==> src/rtl/mod_sequencer.sv <==
// Modulation sequencer: steps through the modulation buffer at a programmable rate and
// launches one modulator pass per step, SYNC or duty-set event, serialising overlapping events.
module mod_sequencer #(
    parameter int ADDR_W       = 15,
    parameter int DIV_W        = 16,
    parameter int BRAM_LAT     = 2,
    parameter int DONE_TIMEOUT = 1024
) (
    input  logic              clk,
    input  logic              rst_n,
    input  logic              sync,
    input  logic              tick,
    input  logic [ADDR_W-1:0] mod_cycle,
    input  logic [DIV_W-1:0]  mod_div,
    input  logic              duty_req,
    output logic              bram_en,
    output logic [ADDR_W-1:0] bram_addr,
    input  logic [7:0]        bram_rdata,
    output logic [7:0]        mod,
    output logic              update,
    input  logic              mod_done,
    output logic [ADDR_W-1:0] idx,
    output logic              busy,
    output logic              overrun,
    output logic              timeout_err
);

    localparam int FC_W = (BRAM_LAT > 1) ? $clog2(BRAM_LAT) : 1;
    localparam int TO_W = (DONE_TIMEOUT > 1) ? $clog2(DONE_TIMEOUT) : 1;
    localparam logic [FC_W-1:0] FC_LAST = FC_W'(BRAM_LAT - 1);
    localparam logic [TO_W-1:0] TO_LAST = TO_W'(DONE_TIMEOUT - 1);

    typedef enum logic [2:0] {
        ST_IDLE      = 3'd0,
        ST_FETCH     = 3'd1,
        ST_LAUNCH    = 3'd2,
        ST_GUARD     = 3'd3,
        ST_WAIT_DONE = 3'd4
    } state_t;

    state_t            state_r, state_nxt_s;
    logic [DIV_W-1:0]  div_cnt_r, div_nxt_s;
    logic [ADDR_W-1:0] idx_r, idx_nxt_s;
    logic [FC_W-1:0]   fetch_cnt_r, fetch_cnt_nxt_s;
    logic [TO_W-1:0]   to_cnt_r, to_cnt_nxt_s;
    logic [7:0]        mod_r, mod_nxt_s;
    logic              update_r, update_nxt_s;
    logic              pending_r, pending_nxt_s;
    logic              overrun_r, overrun_nxt_s;
    logic              timeout_r, timeout_nxt_s;
    logic              step_s, event_s, bram_en_s;

    // Rate divider and sequence index; SYNC wins over TICK.
    always_comb begin
        div_nxt_s = div_cnt_r;
        idx_nxt_s = idx_r;
        step_s    = 1'b0;
        if (sync) begin
            div_nxt_s = '0;
            idx_nxt_s = '0;
        end else if (tick) begin
            if (div_cnt_r == mod_div) begin
                step_s    = 1'b1;
                div_nxt_s = '0;
                idx_nxt_s = (idx_r >= mod_cycle) ? '0 : idx_r + ADDR_W'(1);
            end else begin
                div_nxt_s = div_cnt_r + DIV_W'(1);
            end
        end else begin
            div_nxt_s = div_cnt_r;
        end
    end

    assign event_s = sync | step_s | duty_req;

    // Pass sequencing; the read address is the index as updated by this cycle's event.
    always_comb begin
        state_nxt_s     = state_r;
        fetch_cnt_nxt_s = fetch_cnt_r;
        to_cnt_nxt_s    = to_cnt_r;
        mod_nxt_s       = mod_r;
        update_nxt_s    = 1'b0;
        pending_nxt_s   = pending_r;
        overrun_nxt_s   = overrun_r;
        timeout_nxt_s   = timeout_r;
        bram_en_s       = 1'b0;
        if (event_s && pending_r) begin
            overrun_nxt_s = 1'b1;
        end else begin
            overrun_nxt_s = overrun_r;
        end
        if ((state_r != ST_IDLE) && event_s) begin
            pending_nxt_s = 1'b1;
        end else begin
            pending_nxt_s = pending_r;
        end
        case (state_r)
            ST_IDLE: begin
                if (event_s || pending_r) begin
                    bram_en_s       = 1'b1;
                    pending_nxt_s   = 1'b0;
                    fetch_cnt_nxt_s = '0;
                    state_nxt_s     = ST_FETCH;
                end else begin
                    state_nxt_s = ST_IDLE;
                end
            end
            ST_FETCH: begin
                if (fetch_cnt_r == FC_LAST) begin
                    mod_nxt_s   = bram_rdata;
                    state_nxt_s = ST_LAUNCH;
                end else begin
                    fetch_cnt_nxt_s = fetch_cnt_r + FC_W'(1);
                end
            end
            ST_LAUNCH: begin
                update_nxt_s = 1'b1;
                state_nxt_s  = ST_GUARD;
            end
            ST_GUARD: begin
                to_cnt_nxt_s = '0;
                state_nxt_s  = ST_WAIT_DONE;
            end
            ST_WAIT_DONE: begin
                if (mod_done) begin
                    state_nxt_s = ST_IDLE;
                end else if (to_cnt_r == TO_LAST) begin
                    timeout_nxt_s = 1'b1;
                    state_nxt_s   = ST_IDLE;
                end else begin
                    to_cnt_nxt_s = to_cnt_r + TO_W'(1);
                end
            end
            default: begin
                state_nxt_s = ST_IDLE;
            end
        endcase
    end

    // State and datapath registers.
    always_ff @(posedge clk or negedge rst_n) begin
        if (!rst_n) begin
            state_r     <= ST_IDLE;
            div_cnt_r   <= '0;
            idx_r       <= '0;
            fetch_cnt_r <= '0;
            to_cnt_r    <= '0;
            mod_r       <= 8'h00;
            update_r    <= 1'b0;
            pending_r   <= 1'b0;
            overrun_r   <= 1'b0;
            timeout_r   <= 1'b0;
        end else begin
            state_r     <= state_nxt_s;
            div_cnt_r   <= div_nxt_s;
            idx_r       <= idx_nxt_s;
            fetch_cnt_r <= fetch_cnt_nxt_s;
            to_cnt_r    <= to_cnt_nxt_s;
            mod_r       <= mod_nxt_s;
            update_r    <= update_nxt_s;
            pending_r   <= pending_nxt_s;
            overrun_r   <= overrun_nxt_s;
            timeout_r   <= timeout_nxt_s;
        end
    end

    assign bram_en     = bram_en_s;
    assign bram_addr   = bram_en_s ? idx_nxt_s : '0;
    assign mod         = mod_r;
    assign update      = update_r;
    assign idx         = idx_r;
    assign busy        = (state_r != ST_IDLE);
    assign overrun     = overrun_r;
    assign timeout_err = timeout_r;

endmodule

==> config.mk <==
export PLATFORM = sky130hd
export DESIGN_NAME = mod_sequencer
export DESIGN_NICKNAME = d
export VERILOG_FILES = /design/src/rtl/mod_sequencer.sv
export SDC_FILE = /design/constraint.sdc
export NUM_CORES = 1
export LEC_CHECK = 0
export BUFFER_PORTS_ARGS = -buffer_cell sky130_fd_sc_hd__buf_4
export CAP_MARGIN = 10
export CORE_UTILIZATION = 35
export CTS_BUF_LIST = sky130_fd_sc_hd__clkbuf_2
export DETAILED_ROUTE_END_ITERATION = 7
export HOLD_SLACK_MARGIN = 0.15
export PLACE_DENSITY_LB_ADDON = 0.25
export SYNTH_ARGS = -nofsm -noshare
export SYNTH_HDL_FRONTEND = slang
export SYNTH_SLANG_ARGS = --single-unit
==> constraint.sdc <==
create_clock -name clk -period 3.1 [get_ports clk]
set_clock_uncertainty 0.1 [all_clocks]
set_input_delay 0.155 -clock clk [delete_from_list [all_inputs] [get_ports clk]]
set_output_delay 0.155 -clock clk [all_outputs]
set_load 0.005 [all_outputs]
# Word level (Yosys, flattened, before mapping)
# Cells that the tools add are included.
# classes
addsub	4
order_cmp	1
n_eq_ne	11
muxes	28
bitwise	3
n_reduce_logical	13
# op_table
op	count
15-bit 2-to-1 mux	5
16-bit 2-to-1 mux	3
10-bit 2-to-1 mux	2
10-bit case mux with 2 select lines	1
16-bit by 1-bit adder with 16-bit output, second input constant	1
16-bit == test	1
15-bit by 1-bit adder with 15-bit output, second input constant	1
15-bit greater-or-equal comparator	1
3-bit case mux with 5 select lines	1
1-bit 2-to-1 mux	12
10-bit by 1-bit adder with 10-bit output, second input constant	1
10-bit == test, second input constant	1
3-bit 2-to-1 mux	3
2-bit != test, second input constant	4
3-bit by 2-bit == test with 1-bit output, second input constant	2
2-bit AND reduction	3
3-bit AND reduction	2
2-bit nonzero test	3
3-bit by 1-bit == test with 1-bit output, second input constant	1
3-bit == test, second input constant	1
3-bit logical NOT	1
3-bit != test, second input constant	1
3-bit nonzero test	1
1-bit logical AND	2
other kinds (5)	6
# word_totals
register_bits	57
out_inout_bits	43
word_cells	70

# Longest topological paths before layout
# Gate-level depths: netlist of the first run.
# logic_depth
ltp_word	10
ltp_mapped	8
depth_no_buf	8

# Worst setup path after synthesis of the first run
# OpenSTA, ideal clock, no wires.
# synth_timing
path_kind	register to output
startpoint	register idx_r[4] (netlist: idx[4])
endpoint	output port bram_addr[11]
arrival_time_ns	2.077
required_ns	2.845
slack_ns	0.768
stages_incl_launch_ff	8
path_buffers	0
cell_sequence	dfrtp_1 -> ha_1 -> a211o_1 -> a21oi_1 -> o31ai_1 -> a21oi_1 -> nor2_1 -> nor4_1
# synth_between
elab_chain_len	6
elab_cells_between_ends	7
cone_classes	1 x add/sub; 1 x order compare; 5 x mux
# synth_rtl
item	line	text
from (decl)	43	logic [ADDR_W-1:0] idx_r, idx_nxt_s;
from (signal assigned)	156	idx_r <= idx_nxt_s;
15-bit by 1-bit adder with 15-bit output or 15-bit greater-or-equal comparator (tied branches)	65	idx_nxt_s = (idx_r >= mod_cycle) ? '0 : idx_r + ADDR_W'(1);
15-bit 2-to-1 mux (*)	65	
15-bit 2-to-1 mux (*)	62	if (div_cnt_r == mod_div) begin
15-bit 2-to-1 mux (*)	61	end else if (tick) begin
15-bit 2-to-1 mux (*)	58	if (sync) begin
15-bit 2-to-1 mux (*)	168	assign bram_addr = bram_en_s ? idx_nxt_s : '0;
to (decl)	17	output logic [ADDR_W-1:0] bram_addr,
# Every way passes the cells marked *; elsewhere a longest branch is shown, timed or not.

# Final worst setup path of the first run
# layout_timing
startpoint	register idx_r[0] (netlist: idx[0])
endpoint	output port bram_addr[6]
# Same word-level chain as after synthesis.

==> run summary, run 1 <==
Worst flop-to-flop path startpoint = idx[0]
Largest net degree at the start of global routing = 58
Cell mode on critical path = buf_4
Count of input and output buffers = 87
Min-Delay Path Class = input port to asynchronous set/reset pin
Post-Route WL = 9700 um
Cell Rows = 36
EDFF count, synth = 0
Crit path cell chain = inv_1 -> ha_1 -> nand2b_1 -> a211oi_2 -> o31ai_4 -> a2111oi_4 -> buf_4 -> nand2_1 -> a31oi_1 -> buf_4
Full die area = 10600 um2
Syn Nets = 468
CTS root buf = clkbuf_2
First-pass GRT wire length = 15500 um
Most used DFF post-synth = dfrtp_1
P_leak = 2.21 nW
Grt total ovfl = 0
CP Capture Type = primary output
Mux cell area share after synthesis = 2.54%
TNS Setup = 0 ns
Final Hold Violating Endpoints = 0
Design area = 4760 um2
Worst endpoint data arrival time = 2.71 ns
Syn-to-layout area delta = 34.1%
Avg WL per Cell = 14.7 um
Worst reg2reg path endpoint = idx[6]
Power Dens Cells = 416 nW/um2
Largest family of logic cells by synthesized area = simple AND/OR/NAND/NOR gates
Leading post-synthesis cells by cell area = dfrtp_1 40%, ha_1 6.3%, xor2_1 5.7%
Max FO, Critical Path = 5
Critical Path RT = 2.84 ns
Drt first pass iters = 5
Fin crit period = 2.97 ns
Area after DPL = 4370 um2
Max Root-Sink Buffers = 2
Power Total = 1.98 mW
Post-synthesis xor/xnor area fraction = 7.61%
Die Y-Extent = 103 um
CTS buffer count = 9
Number of vias per cell = 5.18
Share of cells above drive strength 1 = 29.4%
Commonest non-fill, non-tap cell in the layout = buf_4
Core Region = 9820 um2
Io pins = 88
CP max-delay cell = dfrtp_2
Worst Reg-to-Reg Cells = 9
Worst path max stage delay = 0.47 ns
Setup CP Type = register to primary output
Sequential area share after synthesis = 40.2%
Max cap viols = 0
Sink Count = 57
Reg2reg setup slack = 0.82 ns
Syn avg cell area = 8.77 um2
CP Launch Type = register
Post-synth ARST share = 100%
Cell taking the most area after synthesis = dfrtp_1
Worst-Skew Late Latency = 0.49 ns
Number of global-route vias before repair = 3219
Run status = finished, final reports clean
Distinct cell type count after synthesis = 47
ANT cells = 0
H-tree levels = 3
Slew margin rel. = 50.0%
DR vias = 3422
Synthesized-area fraction occupied by adder cells = 6.34%
Final Max Tran Viols = 0
Synth Area in Compound Gates = 14.8%
Mapped cell area = 3550 um2
Final setup viols = 0
Worst vdd ir = 0.204 mV
Initial antenna violation count = 0
Period Utilization, post-route = 95.7%
Antenna-violating nets left = 0
Core Util, Final = 48.5%
Detailed Place HPWL = 6830 um
Synth Area in Simple Gates = 24.0%
# nets final = 587
Slew @ Worst Pin = 0.750 ns
Top cell type's share of synthesized area = 40.2%
Unrepaired setup endpoints after global routing = true
FMAX = 0.337 GHz
Total GRT Usage = 18.9%
Synth Register Bits = 57
Most frequent cells in the layout = 107 x buf_4, 45 x nor2_1, 45 x dfrtp_1
Post-route DRC violation count = 0
Initial drt markers = 173
CTS tree = built
Syn. warnings = 0
Clock transition at path regs = 0.17 ns
Gpl congestion = 0.825
Cells after synthesis = 405
Die width = 103 um
Initial Util = 36.2%
==> power breakdown <==
group / switching [mW] / total (mW) / internal (mW)
clock: 0.279 / 0.456 / 0.177
sequential: 0.0929 / 0.949 / 0.856
combinational: 0.268 / 0.577 / 0.309
total: 0.640 / 1.98 / 1.34
==> layout make-up <==
class	instances	area [um2]
multi-input combinational	311	2020
sequential	57	1440
fill	962	5060
clock inverter	4	46.3
inverter	24	90.1
timing repair buffer	121	945
clock buffer	10	50.0
tap	133	166
==> registers in the layout (all words and copies together) (netlist names) <==
name / cells
to_cnt_r: 10
update: 1
state_r: 3
mod: 8
pending_r: 1
idx: 15
overrun: 1
div_cnt_r: 16
timeout_err: 1
fetch_cnt_r: 1
==> cells in the mapped netlist (8+ instances only) <==
library cell  number
ha_1              18
a21oi_1           23
a31oi_1           18
dfrtp_1           57
nand3_1           25
xor2_1            23
nor2_1            45
inv_1             24
mux2_2             8
o21ai_0           14
nand2_1           43
nand4_1           14
nor4_1             8
==> metrics by stage <==
stage	hold WS, ns	cells	setup WS [ns]
after floorplan	-0.241	405	0.768
after global placement	0.172	621	0.402
after detailed placement	0.172	621	0.375
after CTS	0.158	650	0.0276
after global routing	0.182	660	-0.0637
final	0.144	660	0.132
==> repair_timing <==
action                     4_1_cts  5_1_grt
setup endpoints to repair       14       15
hold buffers                    13        0
hold endpoints to repair        98        0
pin swaps                        1        8
setup buffers                    2       10
gates resized for setup          2       23
==> worst max-delay path by stage <==
| stage | from | endpoint | slack, ns | cells after the start |
|---|---|---|---|---|
| detailed placement | idx[0] | bram_addr[12] | 0.37 | 9 |
| finish | idx[0] | bram_addr[6] | 0.13 | 10 |
| global placement | idx[0] | bram_addr[4] | 0.40 | 9 |
| CTS | idx[6] | bram_addr[9] | 0.03 | 8 |
| floorplan | idx[4] | bram_addr[11] | 0.77 | 7 |
| global route | div_cnt_r[13] | bram_addr[6] | -0.06 | 9 |
==> layer usage <==
layer / global-route usage (%) / wire [um] / vias to the layer above
met5: 0 / 0 / -
met4: 6.15 / 140 / 0
met3: 3.73 / 425 / 13
met2: 32.7 / 4780 / 84
met1: 23.7 / 4360 / 1644
li1: - / - / 1681
==> cell families (layout without fill, tap and decap cells) <==
family / Yosys count / after routing
AND/OR/NAND/NOR: 174 / 174
AO/OA/AOI/OAI: 81 / 81
flip-flops: 57 / 57
buffers and inverters: 37 / 159
XOR/XNOR: 30 / 30
adder cells (fa/ha/maj): 18 / 18
multiplexers: 8 / 8
==> worst max-delay path, delay by kind of cell, from the launching register on <==
family                     cells  cell delay, ns
adders and majority gates      1            0.22
AOI/OAI and AO/OA              4            0.90
buffers and inverters          3            0.42
DFF                            1            0.47
and+or+nand+nor                2            0.22
(Power assumes the default switching activity.)
==> run 2, diff against run 1 <==
--- a/config.mk
+++ b/config.mk
@@ -7,10 +7,13 @@
 export LEC_CHECK = 0
 export BUFFER_PORTS_ARGS = -buffer_cell sky130_fd_sc_hd__buf_4
 export CAP_MARGIN = 10
+export CORE_MARGIN = 1
 export CORE_UTILIZATION = 35
 export CTS_BUF_LIST = sky130_fd_sc_hd__clkbuf_2
+export CTS_CLUSTER_SIZE = 14
 export DETAILED_ROUTE_END_ITERATION = 7
 export HOLD_SLACK_MARGIN = 0.15
+export MAX_ROUTING_LAYER = met4
 export PLACE_DENSITY_LB_ADDON = 0.25
 export SYNTH_ARGS = -nofsm -noshare
 export SYNTH_HDL_FRONTEND = slang
==> run 2 against run 1 <==
Net effect: register-to-register slack barely moved; highest routed layer unchanged; global-route usage rose by 0.60 points; critical path depth stayed put; cell count rose by 0.15%; clock power about the same; total power about the same.
==> run summary, run 2 (synthesis gave the netlist of run 1 again) <==
Final Max Tran Viols = 0
# nets final = 588
Number of global-route vias before repair = 3214
Met1 Wirelength = 4390 um
Metal3 WL = 391 um
ANT cells = 0
Detailed Place HPWL = 6830 um
Routed wl met2 = 4790 um
Post-Route WL = 9690 um
Core Util, Final = 48.6%
Min-Delay Path Class = input port to asynchronous set/reset pin
H-tree levels = 3
Clock transition at path regs = 0.17 ns
CP Launch Type = register
First-pass GRT wire length = 15500 um
Switching Share = 32.3%
Core Region = 9820 um2
Power Dens Cells = 416 nW/um2
CTS root buf = clkbuf_2
Final worst slack = 0.134 ns
Sink Count = 57
Design area = 4770 um2
FMAX = 0.337 GHz
Unrepaired setup endpoints after global routing = true
Full die area = 10600 um2
CTS buffer count = 9
Slew @ Worst Pin = 0.744 ns
Count of input and output buffers = 87
Syn-to-layout area delta = 34.4%
DR top layer = met4
TNS Setup = 0 ns
Grt total ovfl = 0
Placed Cells = 621
Clock share of power = 23.0%
CP Capture Type = primary output
Max cap viols = 0
Worst vdd ir = 0.206 mV
CTS tree = built
Drt first pass iters = 4
Initial Util = 36.2%
Antenna-violating nets left = 0
Reg2reg setup slack = 0.82 ns
Reg with most FFs = div_cnt_r
Gpl congestion = 0.837
Post-route DRC violation count = 0
Die width = 103 um
Number of vias per cell = 5.18
Avg WL per Cell = 14.7 um
Max Root-Sink Buffers = 2
Max FFs per register = 16
Initial antenna violation count = 0
Worst-Skew Late Latency = 0.49 ns
Sequential power share = 47.9%
Initial drt markers = 211
P_int = 1.34 mW
P_sw = 0.641 mW
Cell Rows = 36
P_leak = 2.21 nW
Share of cells above drive strength 1 = 29.5%
Area after DPL = 4370 um2
Largest net degree at the start of global routing = 58
Max FO, Critical Path = 5
Setup CP Type = register to primary output
Period Utilization, post-route = 95.7%
Final setup viols = 0
Commonest non-fill, non-tap cell in the layout = buf_4
DR vias = 3421
Slew margin rel. = 50.4%
Post-route insts no fill = 661
Io pins = 88
Run status = finished, final reports clean
Critical Path RT = 2.84 ns
DP Worst Slack = 0.375 ns
Most frequent cells in the layout = 108 x buf_4, 45 x nor2_1, 45 x dfrtp_1
Final Hold Violating Endpoints = 0
Worst endpoint data arrival time = 2.71 ns
Total GRT Usage = 19.6%
Combinational share of power = 29.1%
Die Y-Extent = 103 um
Fin crit period = 2.97 ns
[run 2: changes by cell type in the layout (fill, tap and decap cells not counted), sizes merged]
| cell | previous run | this run |
|---|---|---|
| buf | 108 | 109 |
[run 2: worst paths after layout]
kind,cells after the start,endpoint,start
max,10,bram_addr[6],idx[0]
min,2,mod[0],rst_n
max reg2reg,9,idx[6],idx[0]
min reg2reg,1,timeout_err,timeout_err
max in group asynchronous,2,idx[10],rst_n
min in group clk,3,mod[3],bram_rdata[3]
[run 2: area by class of cell]
| class | count | area, um2 |
|---|---|---|
| Clock inverter | 4 | 46.3 |
| Fill cell | 962 | 5050 |
| Tap cell | 133 | 166 |
| Inverter | 24 | 90.1 |
| Timing Repair Buffer | 122 | 952 |
| Clock buffer | 10 | 50.0 |
| Sequential cell | 57 | 1440 |
| Multi-Input combinational cell | 311 | 2020 |
[run 2: power by group through the flow]
stage / sequential (mW) / clock (mW) / combinational, mW
finish: 0.949 / 0.457 / 0.577
global route: 0.973 / 0.508 / 0.644
CTS: 0.950 / 0.470 / 0.579
detailed placement: 0.963 / 0 / 0.562
global placement: 0.958 / 0 / 0.552
floorplan: 0.950 / 0 / 0.296
[run 2: stage by stage]
| step | hold WS, ns | power [mW] |
|---|---|---|
| 2_1_floorplan | -0.241 | 1.25 |
| 3_3_place_gp | 0.172 | 1.51 |
| 3_5_place_dp | 0.172 | 1.52 |
| 4_1_cts | 0.158 | 2.00 |
| 5_1_grt | 0.182 | 2.13 |
| 6_report | 0.146 | 1.98 |
[run 2: routing by layer]
metal	global-route usage (%)	vias to the layer above
met2	32.7	84
met5	-	-
met1	23.9	1640
li1	-	1686
met3	3.59	11
met4	6.15	0
[run 2: what timing repair did]
item / CTS / global route
buffers inserted: 2 / 11
gates resized for setup: 2 / 23
endpoints found under the setup margin: 14 / 15
pin swaps: 1 / 8
hold buffers: 13 / 0
endpoints found under the hold margin: 98 / 0
gates cloned: 0 / 0
[run 2: critical path, stage by stage (launching register included)]
cell	delay (ns)
dfrtp_2	0.47
inv_1	0.08
ha_1	0.22
nand2b_1	0.15
a211oi_2	0.28
o31ai_4	0.12
a2111oi_4	0.33
buf_4	0.21
nand2_1	0.07
a31oi_1	0.17
buf_4	0.13
==> run 3, diff against run 2 <==
--- a/config.mk
+++ b/config.mk
@@ -10,11 +10,11 @@
 export CORE_MARGIN = 1
 export CORE_UTILIZATION = 35
 export CTS_BUF_LIST = sky130_fd_sc_hd__clkbuf_2
+export CTS_CLUSTER_DIAMETER = 200
 export CTS_CLUSTER_SIZE = 14
 export DETAILED_ROUTE_END_ITERATION = 7
 export HOLD_SLACK_MARGIN = 0.15
 export MAX_ROUTING_LAYER = met4
-export PLACE_DENSITY_LB_ADDON = 0.25
 export SYNTH_ARGS = -nofsm -noshare
 export SYNTH_HDL_FRONTEND = slang
 export SYNTH_SLANG_ARGS = --single-unit
==> run 3 against run 2 <==
Net effect: die area is the same; total power grew 2.5%; worst setup slack gained 0.022 ns; maximum frequency grew 0.75%; cell count grew 0.91%; register-to-register slack gained 0.06 ns; first-iteration DRC count shrank 17%; count of clock-buffer cells in the layout shrank 1; largest cell class unchanged.
==> run summary, run 3 (synthesis gave the netlist of run 1 again) <==
Initial drt markers = 175
Power Dens Cells = 418 nW/um2
H-tree levels = 3
Max FO, Critical Path = 8
Worst endpoint data arrival time = 2.69 ns
Sink Count = 57
CTS buffer count = 9
Final setup viols = 0
Max cap viols = 0
Critical Path RT = 2.84 ns
Initial Util = 36.2%
Grt total ovfl = 0
Min-Delay Path Class = input port to asynchronous set/reset pin
Post-route insts no fill = 667
Core Region = 9820 um2
Final worst slack = 0.156 ns
Commonest non-fill, non-tap cell in the layout = buf_4
Hold_ws = 0.124 ns
CTS tree = built
CP max-delay cell = dfrtp_1
Final Hold Violating Endpoints = 0
ANT cells = 0
Cell Rows = 36
# nets final = 592
Power Total = 2.03 mW
Avg WL per Cell = 14.4 um
Drt first pass iters = 4
Run status = finished, final reports clean
Slew @ Worst Pin = 0.739 ns
CP delay by family, top = compound AO/OA/AOI/OAI gates
P_leak = 2.25 nW
Initial antenna violation count = 0
Count of input and output buffers = 87
Worst vdd ir = 0.196 mV
Share of cells above drive strength 1 = 31.1%
Setup CP Type = register to primary output
Antenna-violating nets left = 0
Die width = 103 um
Period Utilization, post-route = 95.0%
Final Max Tran Viols = 0
Post-Route WL = 9640 um
DR vias = 3466
Slew margin rel. = 50.7%
Max FFs per register = 16
Gpl congestion = 0.833
TNS Setup = 0 ns
Clock transition at path regs = 0.20 ns
Worst path max stage delay = 0.52 ns
Reg with most FFs = div_cnt_r
Placed Cells = 623
Fin crit period = 2.94 ns
Crit path cell chain = ha_1 -> nand4_1 -> o31ai_4 -> a21o_1 -> a2bb2oi_1 -> a21oi_1 -> buf_4
Die Y-Extent = 103 um
Post-route DRC violation count = 0
Detailed Place HPWL = 6810 um
Total GRT Usage = 19.0%
CP Launch Type = register
DP Worst Slack = 0.367 ns
Number of global-route vias before repair = 3221
Max Root-Sink Buffers = 2
CP bufs+invs = 1
Worst-Skew Late Latency = 0.51 ns
Most frequent cells in the layout = 110 x buf_4, 47 x dfrtp_1, 44 x nor2_1
Syn-to-layout area delta = 37.2%
Io pins = 88
FMAX = 0.340 GHz
First-pass GRT wire length = 15000 um
Unrepaired setup endpoints after global routing = false
CP Capture Type = primary output
CTS root buf = clkbuf_2
Number of vias per cell = 5.20
Full die area = 10600 um2
Largest net degree at the start of global routing = 58
==> run 3: where the power goes <==
part | switching, mW | internal, mW | total [mW]
registers | 0.0909 | 0.856 | 0.947
clock network | 0.311 | 0.184 | 0.495
logic | 0.276 | 0.315 | 0.592
total | 0.679 | 1.36 | 2.03
==> run 3: layout make-up <==
type	count	area, um2
Clock buffer	9	45.0
Tap cell	133	166
Sequential cell	57	1440
Clock inverter	7	71.3
Multi-Input combinational cell	311	2070
Fill cell	974	4950
Timing Repair Buffer	126	990
Inverter	24	90.1
==> run 3: path summary, 6_finish.rpt <==
path                       slack, ns     startpoint  cells past startpoint       endpoint
hold reg to reg                 0.39    timeout_err                      1    timeout_err
hold / removal                  0.12          rst_n                      2         idx[8]
setup / recovery                0.16         idx[6]                      7  bram_addr[10]
max in group asynchronous       2.22          rst_n                      2   div_cnt_r[8]
min in group clk                0.31  bram_rdata[1]                      3         mod[1]
setup reg to reg                0.88         idx[6]                      6        idx[10]
==> run 3: metrics by stage <==
step	instance area, um2	utilization (%)
floorplan	3550	-
global placement	4380	44.6
detailed placement	4380	44.6
CTS	4660	47.5
global route	4870	49.6
finish	4870	49.6
==> run 3: worst reg2reg max path, delay by kind of cell, from the launching register on <==
family | cells | cell delay (ns)
AO/OA/AOI/OAI | 4 | 1.01
flip-flops | 1 | 0.52
adder cells (fa/ha/maj) | 1 | 0.34
AND/OR/NAND/NOR | 1 | 0.14
==> run 3: per-layer routing <==
metal	routed length, um	global-route usage [%]
met5	0	-
met3	388	3.93
met4	96	6.81
met1	4280	23.2
met2	4870	31.0
==> run 3: repair_timing <==
action / in CTS / in global routing
hold endpoints to repair: 98 / 0
setup endpoints to repair: 11 / 15
setup buffers: 1 / 14
hold buffers: 13 / 0
pin swaps: 2 / 9
gates resized for setup: 9 / 25
